**config.mk**
```make
export PLATFORM = sky130hd
export DESIGN_NAME = alphabet_nibble_encoder
export DESIGN_NICKNAME = d
export VERILOG_FILES = /design/src/rtl/alphabet_nibble_encoder_pkg.sv /design/src/rtl/alphabet_nibble_encoder_lut.sv /design/src/rtl/alphabet_nibble_encoder.sv
export SDC_FILE = /design/constraint.sdc
export NUM_CORES = 1
export LEC_CHECK = 0
export BUFFER_PORTS_ARGS = -buffer_cell sky130_fd_sc_hd__buf_4
export CORE_UTILIZATION = 46
export CTS_CLUSTER_SIZE = 24
export DETAILED_ROUTE_END_ITERATION = 12
export PLACE_DENSITY = 0.76
export SLEW_MARGIN = 10
export SYNTH_ARGS = -nofsm -noshare
export SYNTH_HDL_FRONTEND = slang
export SYNTH_HIERARCHICAL = 1
export SYNTH_SLANG_ARGS = --single-unit
```
**constraint.sdc**
```tcl
create_clock -name clk -period 1.39 [get_ports clk]
set_input_delay 0.0695 -clock clk [delete_from_list [all_inputs] [get_ports clk]]
set_output_delay 0.0695 -clock clk [all_outputs]
set_load 0.02 [all_outputs]
```
**src/rtl/alphabet_nibble_encoder_pkg.sv**
```systemverilog
// Shared definitions for the alphabet-set multiplier encoder: select codes,
// FSM state encoding and the helpers that size the nibble index.
package alphabet_nibble_encoder_pkg;

    // Alphabet select codes. They pick one of the precomputed multiplicand
    // bank outputs (1x, 3x, 5x, 7x) in the downstream datapath.
    localparam logic [1:0] SEL_1X = 2'b00;
    localparam logic [1:0] SEL_3X = 2'b01;
    localparam logic [1:0] SEL_5X = 2'b10;
    localparam logic [1:0] SEL_7X = 2'b11;

    // Encoder FSM states.
    typedef enum logic {
        ST_IDLE = 1'b0,   // waiting for an operand
        ST_EMIT = 1'b1    // streaming encoded beats
    } state_t;

    // Beats per operand: one per nibble.
    function automatic int num_nibbles(input int log2_width, input int log2_nibble_width);
        return 1 << (log2_width - log2_nibble_width);
    endfunction

    // Width of the nibble index; kept at least one bit so a single-nibble
    // operand still has a legal index port.
    function automatic int idx_width(input int log2_width, input int log2_nibble_width);
        return ((log2_width - log2_nibble_width) < 1) ? 1 : (log2_width - log2_nibble_width);
    endfunction

endpackage

```
**src/rtl/alphabet_nibble_encoder_lut.sv**
```systemverilog
// Nibble-to-alphabet encoder. Maps a 4-bit multiplier nibble onto an odd
// alphabet member {1,3,5,7} times a power of two. Nibbles 9, 11, 13 and 15
// have an odd part above 7 and are replaced by the nearest reachable value
// (flagged with approx). Purely combinational.
module nibble_alphabet_lut
    import alphabet_nibble_encoder_pkg::*;
(
    input  logic [3:0] nibble,
    output logic [1:0] sel,
    output logic [1:0] shift,
    output logic       zero,
    output logic       approx
);

    // Table lookup of (select, shift, zero, approx) for every nibble value.
    always_comb begin
        // NOTE: every output gets a default before the case so no path can
        // leave one unassigned, which would otherwise infer a latch.
        sel    = SEL_1X;
        shift  = 2'd0;
        zero   = 1'b0;
        approx = 1'b0;
        unique case (nibble)
            4'd0:  zero = 1'b1;                                    // partial product is 0
            4'd1:  begin sel = SEL_1X; shift = 2'd0; end           // 1
            4'd2:  begin sel = SEL_1X; shift = 2'd1; end           // 1<<1
            4'd3:  begin sel = SEL_3X; shift = 2'd0; end           // 3
            4'd4:  begin sel = SEL_1X; shift = 2'd2; end           // 1<<2
            4'd5:  begin sel = SEL_5X; shift = 2'd0; end           // 5
            4'd6:  begin sel = SEL_3X; shift = 2'd1; end           // 3<<1
            4'd7:  begin sel = SEL_7X; shift = 2'd0; end           // 7
            4'd8:  begin sel = SEL_1X; shift = 2'd3; end           // 1<<3
            4'd9:  begin sel = SEL_1X; shift = 2'd3; approx = 1'b1; end  // 9  ~ 8
            4'd10: begin sel = SEL_5X; shift = 2'd1; end           // 5<<1
            4'd11: begin sel = SEL_3X; shift = 2'd2; approx = 1'b1; end  // 11 ~ 12
            4'd12: begin sel = SEL_3X; shift = 2'd2; end           // 3<<2
            4'd13: begin sel = SEL_3X; shift = 2'd2; approx = 1'b1; end  // 13 ~ 12
            4'd14: begin sel = SEL_7X; shift = 2'd1; end           // 7<<1
            4'd15: begin sel = SEL_7X; shift = 2'd1; approx = 1'b1; end  // 15 ~ 14
            default: ;
        endcase
    end

endmodule

```
**src/rtl/alphabet_nibble_encoder.sv**
```systemverilog
// Multiplier-side encoder for the alphabet-set multiplier. Accepts one
// operand over valid/ready, then streams one encoded beat per nibble, LSB
// nibble first. A new operand may be accepted on the last beat so that
// consecutive operands stream with no bubble.
module alphabet_nibble_encoder
    import alphabet_nibble_encoder_pkg::*;
#(
    parameter int LOG2_WIDTH        = 4,
    parameter int WIDTH             = 2 ** LOG2_WIDTH,
    parameter int LOG2_NIBBLE_WIDTH = 2,
    parameter int NIBBLE_WIDTH      = 2 ** LOG2_NIBBLE_WIDTH,
    parameter int NUM_NIBBLES       = num_nibbles(LOG2_WIDTH, LOG2_NIBBLE_WIDTH),
    parameter int LOG2_NUM_NIBBLES  = idx_width(LOG2_WIDTH, LOG2_NIBBLE_WIDTH)
) (
    input  logic                         clk,
    input  logic                         rst,
    input  logic                         in_valid,
    output logic                         in_ready,
    input  logic [WIDTH-1:0]             in_data,
    output logic                         out_valid,
    input  logic                         out_ready,
    output logic [LOG2_NIBBLE_WIDTH-1:0] out_sel,
    output logic [LOG2_NIBBLE_WIDTH-1:0] out_shift,
    output logic                         out_zero,
    output logic                         out_approx,
    output logic [LOG2_NUM_NIBBLES-1:0]  out_idx,
    output logic                         out_last
);

    localparam logic [LOG2_NUM_NIBBLES-1:0] LAST_IDX = LOG2_NUM_NIBBLES'(NUM_NIBBLES - 1);

    state_t                        state, state_next;
    logic [WIDTH-1:0]              operand, operand_next;
    logic [LOG2_NUM_NIBBLES-1:0]   idx, idx_next;
    logic [NIBBLE_WIDTH-1:0]       nibble;

    // Beat fields depend only on the registered operand and index, so they
    // cannot move while a beat is stalled.
    assign nibble   = operand[idx*NIBBLE_WIDTH +: NIBBLE_WIDTH];
    assign out_idx  = idx;
    assign out_last = (idx == LAST_IDX);

    nibble_alphabet_lut u_lut (
        .nibble (nibble),
        .sel    (out_sel),
        .shift  (out_shift),
        .zero   (out_zero),
        .approx (out_approx)
    );

    // Next-state, handshake and operand/index update logic.
    always_comb begin
        state_next   = state;
        operand_next = operand;
        idx_next     = idx;
        out_valid    = 1'b0;
        in_ready     = 1'b0;
        unique case (state)
            ST_IDLE: begin
                in_ready = 1'b1;
                if (in_valid) begin
                    state_next   = ST_EMIT;
                    operand_next = in_data;
                    idx_next     = '0;
                end
            end
            ST_EMIT: begin
                out_valid = 1'b1;
                // NOTE: in_ready follows out_ready combinationally on the last
                // beat; this is what lets the next operand load with no bubble.
                in_ready  = out_last && out_ready;
                if (out_ready) begin
                    if (!out_last) begin
                        idx_next = idx + LOG2_NUM_NIBBLES'(1);
                    end else if (in_valid) begin
                        operand_next = in_data;
                        idx_next     = '0;
                    end else begin
                        state_next = ST_IDLE;
                    end
                end
            end
            default: state_next = ST_IDLE;
        endcase
    end

    // State, operand and index registers with synchronous reset.
    always_ff @(posedge clk) begin
        // NOTE: sequential state uses non-blocking assignments so every
        // register samples pre-edge values regardless of statement order.
        if (rst) begin
            state   <= ST_IDLE;
            operand <= '0;
            idx     <= '0;
        end else begin
            state   <= state_next;
            operand <= operand_next;
            idx     <= idx_next;
        end
    end

endmodule

```
==> results.json <==
{
  "use_met3_pct": 2.68,
  "post-place-cells": 171,
  "clock_skew_ns": 0.00231,
  "grt.overflow.total": 0,
  "cts_tree": "built",
  "grt_pass1_vias": 893,
  "max_stage_delay_ns": 0.60,
  "synth.largest_area_cell": "dfxtp_1",
  "worstSetupEndpointType": "output port",
  "p_leak_nw": 0.678,
  "numCtsBuffers": 3,
  "drtPass1Iterations": 4,
  "drv_cap": 0,
  "layout.nets": 177,
  "critical_path_class": "reg -> out",
  "areaGrowthSynthToFinish_pct": 47.4,
  "hold_path_class": "in -> reg",
  "hpwlAfterDp_um": 1740,
  "final_cell_mix": "buf_4, nand2b_1, mux2i_1, dfxtp_1, buf_6",
  "routed_wl_um": 2530,
  "dieHeight_um": 50.9,
  "root_buffer": "clkbuf_4",
  "vias_per_cell": 5.27,
  "syn_avg_cell_area_sq_um": 9.90,
  "globalplace.congestion": 0.802,
  "peakVddDrop_mv": 0.687,
  "synth_warnings": 6,
  "fin_ws_ns": -0.464,
  "worst_path_max_delay_cell": "mux4_2",
  "die-area_sq_um": 2590,
  "cp_max_fo": 6,
  "chipWidth_um": 50.9,
  "worst_hold_slack_ns": 0.0142,
  "synth_seq_cells": 19,
  "fin_crit_ns": 1.85,
  "slew_headroom_pct": 83.3,
  "cts.sinks": 19,
  "fmax_mhz": 539,
  "antenna_found_initial": 0,
  "ant_nets": 0,
  "initial_core_util_pct": 49.2,
  "syn-num-nets": 133,
  "core-area_sq_um": 2230,
  "n_antenna_cell": 0,
  "synth_top_cell_area_share_pct": 34.6,
  "finalMaxSlewViolations": 0,
  "rsz0062_at_grt": "true",
  "finalHoldViolations": 0,
  "grtUsageTotal_pct": 21.1,
  "mostFrequentLayoutCell": "buf_4",
  "status": "finished with violations",
  "path_delay_family": "multiplexers",
  "port_buffers": 30,
  "clk_latency_ns": 0.31,
  "timing.final.crit_share_pct": 133,
  "io_pins": 31,
  "netlist-cell-type-count": 25,
  "fin_util_pct": 72.5,
  "finalSetupViolCount": 25,
  "p_per_area_nw_per_um2": 775,
  "ys_seq_area_share_pct": 34.6,
  "synth_area_sq_um": 1100,
  "rows": 17,
  "h-tree-depth": 1,
  "tns_ns": -3.86,
  "drcViolationCount": 0,
  "via_count": 960,
  "layout-drive-gt1-share_pct": 46.8,
  "worst_slew_pin_slew_ns": 0.250,
  "drt-initial-drc-count": 21,
  "worst_setup_path_start_kind": "flip-flop",
  "crit_buf_inv": 2,
  "fillerInstances": 164,
  "grt_use_met2_pct": 37.1,
  "crit_chain": "mux4_2 > buf_4 > nor4_4 > buf_4",
  "cts_buffer_depth": 2,
  "clkTransAtPathRegs_ns": 0.11,
  "syn_inst": 111,
  "routedWlPerCell_um": 13.9,
  "grt_pass1_wl_um": 4020,
  "grt_max_degree": 36,
  "worstPathArrival_ns": 1.78,
  "layout.cells.non_filler": 182,
  "ys_top_cells_by_area": "dfxtp_1, nand2b_1, mux2i_1",
  "stdcell_area_sq_um": 1620,
  "violations": "negative setup slack",
  "path_common_cell": "buf_4",
  "grt-busiest-layer": "met2",
  "use_met1_pct": 26.0,
  "place_area_sq_um": 1430,
  "cp_data_required_time_ns": 1.32
}
[cell usage after synthesis (all sizes together)]
master and count:
nand2b 32, dfxtp 19, mux2i 17, nand2 6, a21oi 4, inv 4
mux4 4, nor2 4, buf 3, clkbuf 3, a31oi 2, ha 2
nor2b 2, o211ai 2, o21ai 2, a21boi 1, and2 1, nand4b 1
nor4 1, nor4bb 1
[metrics by stage]
step	setup slack, ns	power (mW)
2_1_floorplan	-0.214	0.815
4_1_cts	-0.468	1.24
5_1_grt	-0.538	1.31
3_5_place_dp	-0.147	0.935
3_3_place_gp	-0.0774	0.922
6_report	-0.464	1.25
[worst min-delay path, cell delays in order]
cell      delay (ns)
buf_4           0.11
nand2b_1        0.05
mux2i_1         0.06
[final timing paths]
kind / cells after the start / slack (ns) / start / to
worst max-delay path: 4 / -0.46 / out_idx[0]$_SDFFE_PP0P_ / out_zero
worst max register to register: 7 / -0.10 / out_idx[0]$_SDFFE_PP0P_ / operand[4]$_SDFFE_PP0P_
worst min-delay path: 3 / 0.01 / in_data[10] / operand[10]$_SDFFE_PP0P_
worst min register to register: 2 / 0.49 / operand[10]$_SDFFE_PP0P_ / operand[10]$_SDFFE_PP0P_
[layer usage]
layer | wire [um] | vias up
met5 | 0 | -
met4 | 41 | 0
met3 | 105 | 6
met2 | 1340 | 29
met1 | 1040 | 456
li1 | - | 469
[kinds of logic after synthesis]
group           count (synthesis)  synth area share (%)
mux                            21                  23.7
flops                          19                  34.6
compound gates                 11                  6.95
simple gates                   48                  27.1
fa+ha+maj                       2                  2.28
buf+inv                        10                  5.35
[cell type report]
type                       instances  area (sq um)  share of cell area (%)
sequential                        19           388                    24.0
multi-input combinational         82           749                    46.3
tap                               28          35.0                    2.16
clock inverter                     1          5.00                   0.309
clock buffer                       3          22.5                    1.39
inverter                           4          15.0                   0.927
timing repair buffer              45           404                    25.0
[report_power, final]
part | switching (mW) | leakage (nW) | internal [mW]
Combinational | 0.165 | 0.503 | 0.207
Clock | 0.178 | 0.0177 | 0.108
Sequential | 0.0215 | 0.158 | 0.575
[state kept, by name, indices dropped and copies added (netlist names)]
signal   cells
out_idx      2
state        1
operand     16
[repair_timing]
| action | CTS | global route |
|---|---|---|
| hold buffers | 1 | 0 |
| endpoints found under the setup margin | 24 | 26 |
| hold endpoints to repair | 1 | 0 |
| pin swaps | 5 | 3 |
| gates resized for setup | 12 | 9 |
| cloned | 0 | 1 |
| buffers inserted | 4 | 2 |
Power figures use the tool's default switching activity.
